**config.mk**
```make
export PLATFORM = sky130hd
export DESIGN_NAME = reg_window_ctrl
export DESIGN_NICKNAME = d
export VERILOG_FILES = /design/src/rtl/reg_window_pkg.sv /design/src/rtl/regwin_shift_stack.sv /design/src/rtl/reg_window_ctrl.sv
export SDC_FILE = /design/constraint.sdc
export NUM_CORES = 1
export LEC_CHECK = 0
export ABC_CLOCK_PERIOD_IN_PS = 3000
export CORE_MARGIN = 2
export CORE_UTILIZATION = 44
export CTS_CLUSTER_SIZE = 16
export DETAILED_ROUTE_END_ITERATION = 12
export GPL_ROUTABILITY_DRIVEN = 0
export PLACE_DENSITY = 0.83
export SETUP_SLACK_MARGIN = 0.05
export SYNTH_ARGS = -nofsm -noshare
export SYNTH_HDL_FRONTEND = slang
export SYNTH_SLANG_ARGS = --single-unit
```
**constraint.sdc**
```tcl
create_clock -name Clock -period 3 [get_ports Clock]
set_input_delay 0.6 -clock Clock [delete_from_list [all_inputs] [get_ports Clock]]
set_output_delay 0.6 -clock Clock [all_outputs]
set_load 0.02 [all_outputs]
```
**src/rtl/reg_window_pkg.sv**
```systemverilog
// Shared definitions for the register-window controller: controller states,
// frame-pointer and shift widths, window size and the default nesting depth.
package reg_window_pkg;

   localparam int FP_W                = 4;
   localparam int SHIFT_W             = 3;
   localparam int WIN_SIZE            = 8;
   localparam int DEFAULT_STACK_DEPTH = 4;

   typedef enum logic [1:0] {
      ST_IDLE   = 2'd0,
      ST_MOVE   = 2'd1,
      ST_SETTLE = 2'd2,
      ST_FAULT  = 2'd3
   } state_e;

endpackage

```
**src/rtl/regwin_shift_stack.sv**
```systemverilog
// LIFO of CALL shift amounts. The top entry tells a RTN how far to move the
// frame pointer back. Pushes into a full stack and pops from an empty one
// are ignored; the controller flags those cases itself.
module regwin_shift_stack
   import reg_window_pkg::*;
#(
   parameter int DEPTH = DEFAULT_STACK_DEPTH
)
(
   input  logic               clk_i,
   input  logic               rst_ni,
   input  logic               push_i,
   input  logic               pop_i,
   input  logic [SHIFT_W-1:0] data_i,
   output logic               full_o,
   output logic               empty_o,
   output logic [SHIFT_W-1:0] top_o
);

   localparam int CW = $clog2(DEPTH + 1);
   localparam int PW = (DEPTH > 1) ? $clog2(DEPTH) : 1;

   logic [CW-1:0]      count_q, count_d;
   logic [CW-1:0]      top_idx;
   logic [SHIFT_W-1:0] slots [DEPTH];

   assign full_o  = (count_q == CW'(DEPTH));
   assign empty_o = (count_q == '0);
   assign top_idx = count_q - CW'(1);
   assign top_o   = slots[top_idx[PW-1:0]];

   generate
      for (genvar gi = 0; gi < DEPTH; gi++) begin : g_slot
         logic [SHIFT_W-1:0] slot_q;
         // A slot captures the pushed amount when it is the next free position
         always_ff @(posedge clk_i or negedge rst_ni) begin
            if (!rst_ni) begin
               slot_q <= '0;
            end else if (push_i && !full_o && (count_q == CW'(gi))) begin
               slot_q <= data_i;
            end
         end
         assign slots[gi] = slot_q;
      end
   endgenerate

   // Occupancy follows accepted pushes and pops
   always_comb begin
      count_d = count_q;
      if (push_i && !full_o) begin
         count_d = count_q + CW'(1);
      end else if (pop_i && !empty_o) begin
         count_d = count_q - CW'(1);
      end
   end

   // Occupancy register
   always_ff @(posedge clk_i or negedge rst_ni) begin
      if (!rst_ni) begin
         count_q <= '0;
      end else begin
         count_q <= count_d;
      end
   end

endmodule

```
**src/rtl/reg_window_ctrl.sv**
```systemverilog
// Register-window controller: maps window-relative register selects onto a
// 16-entry physical file through the frame pointer, and moves the window on
// CALL/RTN with a MOVE cycle followed by a SETTLE cycle.
// Optional feature macro: REGWIN_FAULT_TRAP_EN -- stack errors and CALLs whose
// window would run past physical register 15 trap into a sticky FAULT state.
// Without it, stack errors give a one-cycle Fault pulse and windows wrap.
module reg_window_ctrl
   import reg_window_pkg::*;
#(
   parameter int STACK_DEPTH = DEFAULT_STACK_DEPTH
)
(
   input  logic               Clock,
   input  logic               Reset_n,
   input  logic               Call_Req,
   input  logic               Rtn_Req,
   input  logic [SHIFT_W-1:0] Shift_I,
   input  logic [2:0]         Rd_Sel,
   input  logic [2:0]         Rs_Sel,
   input  logic [2:0]         Rm_Sel,
   input  logic               Rd_We,
   input  logic               Rs_We,
   output logic [FP_W-1:0]    Rd_Addr,
   output logic [FP_W-1:0]    Rs_Addr,
   output logic [FP_W-1:0]    Rm_Addr,
   output logic [2:0]         Actual_Rd,
   output logic [2:0]         Actual_Rs,
   output logic [2:0]         Actual_Rm,
   output logic               Rd_Wen,
   output logic               Rs_Wen,
   output logic [FP_W-1:0]    New_FP,
   output logic               FP_move,
   output logic               FP_push_up,
   output logic               Busy,
   output logic               Fault
);

   state_e              state_q, state_d;
   logic [FP_W-1:0]     fp_q, fp_d;
   logic [FP_W-1:0]     new_fp_q, new_fp_d;
   logic                push_up_q, push_up_d;
   logic                err;
   logic                stk_push, stk_pop, stk_full, stk_empty;
   logic [SHIFT_W-1:0]  stk_top;

`ifdef REGWIN_FAULT_TRAP_EN
   logic [FP_W:0]       win_end;
   // Last physical register the new window would cover, without wrapping
   assign win_end = {1'b0, fp_q} + {2'b0, Shift_I} + (FP_W+1)'(WIN_SIZE - 1);
`else
   logic                fault_q;
`endif

   regwin_shift_stack #(
      .DEPTH (STACK_DEPTH)
   ) u_stack (
      .clk_i   (Clock),
      .rst_ni  (Reset_n),
      .push_i  (stk_push),
      .pop_i   (stk_pop),
      .data_i  (Shift_I),
      .full_o  (stk_full),
      .empty_o (stk_empty),
      .top_o   (stk_top)
   );

   assign Rd_Addr    = fp_q + {1'b0, Rd_Sel};
   assign Rs_Addr    = fp_q + {1'b0, Rs_Sel};
   assign Rm_Addr    = fp_q + {1'b0, Rm_Sel};
   assign Actual_Rd  = Rd_Sel;
   assign Actual_Rs  = Rs_Sel;
   assign Actual_Rm  = Rm_Sel;
   assign New_FP     = (state_q == ST_MOVE) ? new_fp_q : fp_q;
   assign FP_push_up = push_up_q;
   assign Busy       = (state_q != ST_IDLE);
`ifdef REGWIN_FAULT_TRAP_EN
   assign Fault      = (state_q == ST_FAULT);
`else
   assign Fault      = fault_q;
`endif

   // Request acceptance, window-move sequencing and write-enable gating
   always_comb begin
      state_d   = state_q;
      fp_d      = fp_q;
      new_fp_d  = new_fp_q;
      push_up_d = push_up_q;
      stk_push  = 1'b0;
      stk_pop   = 1'b0;
      err       = 1'b0;
      FP_move   = 1'b0;
      Rd_Wen    = 1'b0;
      Rs_Wen    = 1'b0;
      case (state_q)
         ST_IDLE: begin
            Rd_Wen = Rd_We;
            Rs_Wen = Rs_We;
            // CALL has priority; a simultaneous RTN is dropped even when the
            // CALL itself turns out to be a zero-shift no-op
            if (Call_Req) begin
               if (Shift_I != '0) begin
                  if (stk_full) begin
                     err = 1'b1;
`ifdef REGWIN_FAULT_TRAP_EN
                  end else if (win_end > (FP_W+1)'(2**FP_W - 1)) begin
                     err = 1'b1;
`endif
                  end else begin
                     stk_push  = 1'b1;
                     new_fp_d  = fp_q + {1'b0, Shift_I};
                     push_up_d = 1'b1;
                     state_d   = ST_MOVE;
                  end
               end
            end else if (Rtn_Req) begin
               if (stk_empty) begin
                  err = 1'b1;
               end else begin
                  stk_pop   = 1'b1;
                  new_fp_d  = fp_q - {1'b0, stk_top};
                  push_up_d = 1'b0;
                  state_d   = ST_MOVE;
               end
            end
`ifdef REGWIN_FAULT_TRAP_EN
            if (err) begin
               state_d = ST_FAULT;
            end
`endif
         end
         ST_MOVE: begin
            // Only the link-register write is allowed while the window moves
            FP_move = 1'b1;
            Rd_Wen  = Rd_We;
            fp_d    = new_fp_q;
            state_d = ST_SETTLE;
         end
         ST_SETTLE: begin
            state_d = ST_IDLE;
         end
         ST_FAULT: begin
            state_d = ST_FAULT;
         end
         default: begin
            state_d = ST_IDLE;
         end
      endcase
   end

   // Controller state, frame pointer and pending move target
   always_ff @(posedge Clock or negedge Reset_n) begin
      if (!Reset_n) begin
         state_q   <= ST_IDLE;
         fp_q      <= '0;
         new_fp_q  <= '0;
         push_up_q <= 1'b0;
      end else begin
         state_q   <= state_d;
         fp_q      <= fp_d;
         new_fp_q  <= new_fp_d;
         push_up_q <= push_up_d;
      end
   end

`ifndef REGWIN_FAULT_TRAP_EN
   // One-cycle error pulse following a rejected CALL or RTN
   always_ff @(posedge Clock or negedge Reset_n) begin
      if (!Reset_n) begin
         fault_q <= 1'b0;
      end else begin
         fault_q <= err;
      end
   end
`endif

endmodule

```
# Word-level counts from Yosys, hierarchy flattened
# Index checks and enable logic that the tools add are counted.
dict set report totals {
  mem_bits_ro 0
  mem_bits_rw 0
  input_bits 18
  latchBits 0
  ff_bits 27
  mem_count 0
  wordCells 89
  out_inout_bits 31
}
dict set report op_classes {
  muxes 39
  bitwise 1
  eq_ne 14
  reduce_logical 17
  shift 0
  div_mod_pow 0
  magnitude_cmp 1
  addsub 7
  multipliers 0
}
# op count
set ops {}
lappend ops {{2-to-1 mux 4 bit} 6}
lappend ops {{2-to-1 mux 1 bit} 22}
lappend ops {{adder 4 x 3 -> 4 bit} 4}
lappend ops {{2-to-1 mux 3 bit} 4}
lappend ops {{!= test 3 bit (second input constant)} 4}
lappend ops {{2-to-1 mux 2 bit} 5}
lappend ops {{case mux 2 bit (4 select lines)} 1}
lappend ops {{binary-select mux 3 bit (select 2 bit)} 1}
lappend ops {{equality test 3 x 2 -> 1 bit (second input constant)} 2}
lappend ops {{logical AND 1 bit} 6}
lappend ops {{nonzero test 2 bit} 3}
lappend ops {{AND reduction 5 bit} 1}
lappend ops {{equality test 2 bit (second input constant)} 2}
lappend ops {{!= test 2 bit (second input constant)} 2}
lappend ops {{AND reduction 4 bit} 1}
lappend ops {{subtractor 4 x 3 -> 4 bit} 1}
lappend ops {{adder 3 x 1 -> 3 bit (second input constant)} 1}
lappend ops {{equality test 3 x 1 -> 1 bit (second input constant)} 1}
lappend ops {{equality test 3 bit (second input constant)} 1}
lappend ops {{greater-or-equal comparator 3 bit (second input constant)} 1}
lappend ops {{logical NOT 3 bit} 1}
lappend ops {{NOT 2 -> 3 bit} 1}
lappend ops {{nonzero test 3 bit} 1}
lappend ops {{subtractor 3 x 1 -> 3 bit (second input constant)} 1}
lappend ops {{5 further kinds} 6}

# Logic depth before layout (Yosys ltp)
# Gate-level depths: netlist of the first run.
dict set report depth {
  ltp_word 9
  depth_mapped 12
}

# Cells and area by module
# A second synthesis of the first run with hierarchy kept.
dict set report unflattened {
  cells_unflattened 184
  hier_area_um2 2010.7
}
# mod cells_each n_inst area_each_um2 seq_area_each_um2
set modules_own_cells {}
lappend modules_own_cells {reg_window_ctrl 112 1 1127.3 300.3}
lappend modules_own_cells {regwin_shift_stack 72 1 883.3 375.4}

# Worst setup path after synthesis of the first run
# OpenSTA, ideal clock, no wires.
dict set report synth_path {
  path_kind {reg2reg}
  startpoint {reg u_stack.count_q[0]}
  endpoint {reg new_fp_q[3]}
  slack_ns 0.081
  t_required_ns 2.875
  path_stages_with_launch 12
  setup_time_ns 0.125
  t_arrival_ns 2.794
  path_cell_list {dfrtp_1 -> inv_1 -> ha_1 -> mux4_2 -> inv_1 -> ha_1 -> mux2_2 -> ha_1 -> nand3_1 -> nand2_1 -> xnor3_1 -> mux2_4}
}
dict set report synth_via {
  elab_chain_cells 9
  elab_cells_between_ends 14
  classes_between {2 x add/sub; 3 x eq/ne; 6 x mux; 1 x bitwise; 2 x reduce/logical}
}
# element line_no
set synth_rtl {}
lappend synth_rtl {{start: declaration} regwin_shift_stack.sv:23} ;# logic [CW-1:0] count_q, count_d;
lappend synth_rtl {{start signal: assignment} regwin_shift_stack.sv:62} ;# count_q <= count_d;
lappend synth_rtl {{subtractor 3 x 1 -> 3 bit} regwin_shift_stack.sv:29} ;# assign top_idx = count_q - CW'(1);
lappend synth_rtl {{NOT 2 -> 3 bit (not written as such)} regwin_shift_stack.sv:30} ;# assign top_o = slots[top_idx[PW-1:0]];
lappend synth_rtl {{binary-select mux 3 bit (select 2 bit)} regwin_shift_stack.sv:30}
lappend synth_rtl {{2-to-1 mux 3 bit (not written as such) (2 in a row)} regwin_shift_stack.sv:30}
lappend synth_rtl {{subtractor 4 x 3 -> 4 bit} reg_window_ctrl.sv:120} ;# new_fp_d = fp_q - {1'b0, stk_top};
lappend synth_rtl {{2-to-1 mux 4 bit} reg_window_ctrl.sv:116} ;# if (stk_empty) begin
lappend synth_rtl {{2-to-1 mux 4 bit} reg_window_ctrl.sv:115} ;# end else if (Rtn_Req) begin
lappend synth_rtl {{2-to-1 mux 4 bit} reg_window_ctrl.sv:100} ;# if (Call_Req) begin
lappend synth_rtl {{end signal: assignment} reg_window_ctrl.sv:160} ;# new_fp_q <= new_fp_d;
lappend synth_rtl {{end: declaration} reg_window_ctrl.sv:40} ;# logic [FP_W-1:0] new_fp_q, new_fp_d;
# Parallel ways exist; a longest one is shown, timed or not. The select of a mux whose other input is x is not followed.
# A chain may end at the register's enable or synchronous reset.

# Worst setup path after layout of the first run
dict set report layout_path {
  startpoint {reg u_stack.count_q[1]}
  endpoint {reg new_fp_q[3]}
}
# The elaborated chain is that of the path after synthesis.

==> impl_metrics.yaml, run 1 <==
global_route:
  grt_usage: 0.158
  grt_pass1_wl_mm: 6.24
  grt_pass1_vias: 1363
  antenna_found_initial: 0
  grt_max_degree: 28
  grt_overflow_total: 0
finish:
  multi_input_comb_area_um2: 1070
  insertedDiodeCount: 0
  fillers: 377
  drive_gt1_frac: 0.161
  syn2layout_area_growth_pct: 28.2
  seq_area_um2: 676
  nets: 263
cts:
  clk-insertion-delay-late_ps: 280
  clock-sinks: 27
  cts_hold_buf: 0
  root_buffer: "clkbuf_8"
  cts_htree_levels: 1
  cts_buffer_depth: 2
  clkTransAtPathRegs_ps: 90
  cts-buffers-inserted: 3
  cts_tree: "done"
sta:
  relSlewSlack: 0.583
  timing.final.crit_share: 0.939
  holdWs_ps: 514
  slew_violations: 0
  rsz0062_at_grt: "no"
  finalClockSkew_ps: 3.72
  max_freq_ghz: 0.355
  min_period_ps: 2820
  setup_viol: 0
  worst_pin_slew_ps: 615
  tns_ps: 0
  final-hold-violation-count: 0
yosys:
  synth_top_area_frac: 0.352
  yosys_register_bits: 27
  syn-cell-area_um2: 1920
  ys_warn_count: 0
  synthCells: 173
  synthTopCellsByArea: "dfrtp_1 35%, ha_1 14%, mux2_2 11%"
  seq_area_frac_synth: 0.352
  synth_nets: 217
  yosysTopAreaCell: "dfrtp_1"
  synthDistinctLibCells: 32
  syn_avg_cell_area_um2: 11.1
die:
  core_um2: 4260
  rows: 24
  die-area_um2: 4900
  die_h_um: 70.0
  initial_core_util: 0.450
  pin_count: 49
  fp.dieW_um: 70.0
setup_path:
  cp_data_arrival_time_ps: 2990
  crit_type: "flop to flop"
  path_max_fanout: 4
  crit_path_start_kind: "flop"
  required_ps: 3170
  endpoint_kind: "flop"
drt:
  highest_layer: "met4"
  final_antenna_net_count: 0
  drtIter0Drc: 35
  wire_per_inst_um: 13.3
  wl_met2_mm: 1.83
  post-route-drc-count: 0
  first_pass_iters: 4
  wl_met1_mm: 1.55
  wirelength_mm: 3.59
  vias: 1377
  routed-wl-met3_um: 169
  viasPerCell: 5.10
run:
  maxCapViolations: 0
power:
  p_per_area_nw_per_um2: 274
  vdd_ir_drop_max_uv: 230
  leakagePower_uw: 0.00121
place:
  io_buffers: 48
  dp_hpwl_mm: 2.89
worst_hold_path:
  hold_class: "flop to flop"
outcome:
  status: "complete, no violations"
==> final cells by class <==
class | count | share of cell area
multi-input cells | 110 | 0.436
well taps | 52 | 0.0264
inverters | 23 | 0.0351
clock buffers | 3 | 0.0168
flip-flops and latches | 27 | 0.275
repair buffers | 54 | 0.209
clock inverters | 1 | 0.00203
==> cells in the mapped netlist <==
cell type   n
nor3_1      2
mux2_4      1
ha_1       22
nand3_1     3
mux2i_1     5
xor2_1      1
a21oi_1     7
xnor2_1     9
mux4_2      3
dfrtp_1    27
clkbuf_1    2
fa_1        4
o21ai_0     5
nand4_1     2
nand2_1    10
o31ai_2     1
o21a_1      1
o31a_1      1
o311ai_1    1
buf_2       1
buf_12      1
o2bb2ai_1   1
xnor3_1     1
nand2b_1    1
a22o_1      1
a21o_1      3
and2_1      3
inv_1      23
nor2b_1     1
nor2_1      3
buf_4       9
mux2_2     18
==> layout by cell type (no fill, tap or decap), types with 4 or more instances in the layout <==
cell | synthesis | routed
clkdlybuf4s50_1 | 0 | 39
dfrtp_1 | 27 | 27
inv_1 | 23 | 23
ha_1 | 22 | 21
mux2_2 | 18 | 18
nand2_1 | 10 | 10
xnor2_1 | 9 | 9
dlygate4sd2_1 | 0 | 9
a21oi_1 | 7 | 6
buf_4 | 9 | 6
o21ai_0 | 5 | 5
mux2i_1 | 5 | 5
fa_1 | 4 | 4
==> critical path, stage by stage, from the launching register on <==
cell     delay, ps
dfrtp_1        380
inv_1           90
ha_4           300
mux4_2         330
inv_1           90
ha_1           220
mux2_2         280
ha_1           280
nand3_1         80
nand2_1         70
xnor3_1        330
mux2_4         260
==> state kept, by name (all words and copies together), names as in the netlist <==
name / cells
Fault: 1
u_stack.count_q: 3
u_stack.g_slot.slot_q: 12
FP_push_up: 1
fp_q: 4
new_fp_q: 4
state_q: 2
==> power by group <==
part	total (uW)	switching, uW	internal (uW)
combinational	99.5	49.7	49.8
sequential	364	0	364
clock	210	117	93.3
==> stage by stage <==
| step | cell area [um2] | util | worst slack, ps | instances | power (uW) |
|---|---|---|---|---|---|
| finish | 2460 | 0.577 | 184 | 270 | 673 |
| global placement | 2400 | 0.563 | -50.2 | 265 | 472 |
| global route | 2460 | 0.577 | 59.7 | 270 | 696 |
| floorplan | 1920 | - | 81.4 | 173 | 419 |
| detailed placement | 2400 | 0.563 | -84.6 | 265 | 474 |
| CTS | 2440 | 0.571 | 87.6 | 269 | 680 |
==> path summary, 6_finish.rpt <==
kind / to / slack [ps] / cells past startpoint / startpoint
setup / recovery: new_fp_q[3]$_DFFE_PN0P_ / 180 / 11 / u_stack.count_q[1]$_DFFE_PN0P_
setup reg to reg: new_fp_q[3]$_DFFE_PN0P_ / 180 / 11 / u_stack.count_q[1]$_DFFE_PN0P_
min in group asynchronous: u_stack.count_q[0]$_DFFE_PN0P_ / 670 / 2 / Reset_n
hold reg to reg: u_stack.g_slot[2].slot_q[2]$_DFFE_PN0P_ / 510 / 1 / u_stack.g_slot[2].slot_q[2]$_DFFE_PN0P_
max in group asynchronous: fp_q[3]$_DFF_PN0_ / 2070 / 2 / Reset_n
hold / removal: u_stack.g_slot[2].slot_q[2]$_DFFE_PN0P_ / 510 / 1 / u_stack.g_slot[2].slot_q[2]$_DFFE_PN0P_
==> cell families after synthesis <==
kind of cell / Yosys count / synth area share
buf+inv: 36 / 0.0972
xor+xnor: 11 / 0.0574
mux: 27 / 0.175
compound gates: 21 / 0.0718
simple gates: 25 / 0.0613
fa+ha+maj: 26 / 0.185
flops: 27 / 0.352
==> layer usage <==
| metal | up-vias | track usage |
|---|---|---|
| met5 | - | 0 |
| met4 | 0 | 0.0513 |
| met2 | 33 | 0.280 |
| met3 | 4 | 0.0231 |
| li1 | 669 | - |
| met1 | 671 | 0.196 |
==> what timing repair did <==
action / 4_1_cts / 5_1_grt
gates resized for setup: 9 / 3
setup endpoints to repair: 9 / 1
pin swaps: 0 / 1
cloned: 0 / 0
setup buffers: 0 / 1
Power figures use the tool's default switching activity.
==> run 2, diff against run 1 <==
Settings changed: CORE_MARGIN 2 to 3.
==> run 2 against run 1 <==
  * Sequential share of layout area decreased by 0.15 points
  * Clock power is 5% lower
  * Critical endpoint is now Rm_Addr[3]
  * Non-clock buffer count rose by 2
  * Final cell count unchanged
  * Critical path type is now input pin to output pin
  * Design area is 0.56% higher
  * Sequential cell count unchanged
==> impl_metrics.yaml, run 2 (synthesized netlist as in run 1, its figures left out) <==
sta:
  rsz0062_at_grt: "no"
  slew_violations: 0
  postLayoutSetupSlackWorst_ps: 192
  relSlewSlack: 0.599
  final-hold-violation-count: 0
  timing.final.crit_share: 0.936
  worst_pin_slew_ps: 592
  min_period_ps: 2810
  finalClockSkew_ps: 4.40
  max_freq_ghz: 0.356
  tns_ps: 0
  setup_viol: 0
drt:
  wirelength_mm: 3.71
  post-route-drc-count: 0
  drtIter0Drc: 39
  wire_per_inst_um: 13.7
  first_pass_iters: 4
  final_antenna_net_count: 0
  viasPerCell: 5.16
  vias: 1392
die:
  die-area_um2: 5190
  die_h_um: 72.0
  initial_core_util: 0.466
  rows: 23
  core_um2: 4120
  pin_count: 49
  fp.dieW_um: 72.0
setup_path:
  crit_path_start_kind: "input pin"
  path_max_fanout: 3
  crit_path_start: "Rm_Sel[1]"
  endpoint_kind: "output pin"
  critPathBufInv: 2
  critPathSlowestCell: "clkdlybuf4s50_1"
  required_ps: 2400
  r2r_cells: 12
  crit_type: "input pin to output pin"
  max_stage_delay_ps: 450
  path_cells: "clkdlybuf4s50_1, ha_1, a21o_1, a21oi_1, xnor2_1, dlygate4sd2_1"
  cp_data_arrival_time_ps: 2210
  cp_top_family: "buffers and inverters"
  r2r-start: "u_stack.count_q[1]$_DFFE_PN0P_"
  reg2reg_slack_ps: 330
  timing.rr.end: "new_fp_q[3]$_DFFE_PN0P_"
place:
  dp_hpwl_mm: 3.00
  io_buffers: 48
  placed_area_um2: 2400
  dp_slack_ps: -96.7
worst_hold_path:
  holdCritStartpoint: "new_fp_q[0]$_DFFE_PN0P_"
  hold_class: "flop to flop"
  min_path_cells: 1
  hold_path_end: "new_fp_q[0]$_DFFE_PN0P_"
finish:
  nets: 265
  insertedDiodeCount: 0
  post-route-util: 0.601
  final_common_cell: "clkdlybuf4s50_1"
  largest_reg_flops: 12
  largest_register: "u_stack.g_slot.slot_q"
  syn2layout_area_growth_pct: 29.0
  reg_top3: "u_stack.g_slot.slot_q (12), fp_q (4), new_fp_q (4)"
  drive_gt1_frac: 0.177
  finish.instance_area_um2: 2470
  final_cell_mix: "39 x clkdlybuf4s50_1, 27 x dfrtp_1, 21 x inv_1"
  fillers: 337
cts:
  cts_tree: "done"
  cts_htree_levels: 1
  clock-sinks: 27
  root_buffer: "clkbuf_8"
  cts-buffers-inserted: 3
  cts_buffer_depth: 2
  clkTransAtPathRegs_ps: 90
  clk-insertion-delay-late_ps: 270
  cts_hold_buf: 0
global_route:
  antenna_found_initial: 0
  grt_pass1_wl_mm: 6.31
  grt_overflow_total: 0
  grt_max_degree: 28
  grt_pass1_vias: 1401
  grt_usage: 0.152
power:
  leakagePower_uw: 0.00122
  vdd_ir_drop_max_uv: 272
  p_per_area_nw_per_um2: 268
run:
  maxCapViolations: 0
outcome:
  status: "complete, no violations"
[run 2: changes by cell type in the layout (fill, tap and decap cells not counted)]
| cell | previous run | this run |
|---|---|---|
| ha_2 | 0 | 1 |
| ha_1 | 21 | 20 |
| clkinv_2 | 1 | 0 |
| inv_1 | 23 | 21 |
| clkbuf_1 | 0 | 1 |
| inv_2 | 0 | 2 |
| buf_4 | 6 | 8 |
[run 2: routing by layer]
metal / vias up / GRT usage / wire length, um / part of all wire
li1: 668 / - / - / -
met1: 674 / 0.201 / 1620 / 0.44
met2: 44 / 0.256 / 1830 / 0.49
met3: 6 / 0.0332 / 215 / 0.058
met4: 0 / 0.0334 / 42 / 0.011
met5: - / 0 / 0 / 0
[run 2: worst reg2reg max path, cell delays in order, from the launching register on]
cell	delay (ps)
dfrtp_1	350
inv_1	80
ha_4	290
mux4_2	330
inv_2	80
ha_2	170
xor2_1	140
o21ai_0	100
ha_1	360
a21oi_2	160
nand2_1	70
xnor3_1	180
mux2_4	260
[run 2: stage by stage]
step	power, uW	hold slack, ps	std cells
6_report	663	506	270
5_1_grt	697	526	270
2_1_floorplan	419	304	173
4_1_cts	679	513	267
3_5_place_dp	474	488	263
3_3_place_gp	472	484	263
[run 2: repair_timing]
action,4_1_cts,5_1_grt
endpoints found under the setup margin,10,1
buffers inserted,0,3
pin swaps,0,4
gates resized for setup,10,4
[run 2: power by group]
| group | internal (uW) | switching, uW |
|---|---|---|
| logic | 49.7 | 50.3 |
| clock network | 95.0 | 104 |
| registers | 364 | 0 |
[run 2: worst max path at each step]
stage | to | cells after the start
2_1_floorplan | new_fp_q[3]$_DFFE_PN0P_ | 11
3_3_place_gp | Rm_Addr[3] | 6
3_5_place_dp | Rm_Addr[3] | 6
4_1_cts | new_fp_q[3]$_DFFE_PN0P_ | 12
5_1_grt | Rm_Addr[3] | 6
6_report | Rm_Addr[3] | 6
[run 2: layout make-up]
cell class                 instances  area [um2]  share of cell area
clock buffer                       4        45.0              0.0182
inverter                          23        86.3              0.0349
multi-input combinational        110        1070               0.434
sequential                        27         676               0.273
tap                               50        62.6              0.0253
timing repair buffer              56         529               0.214
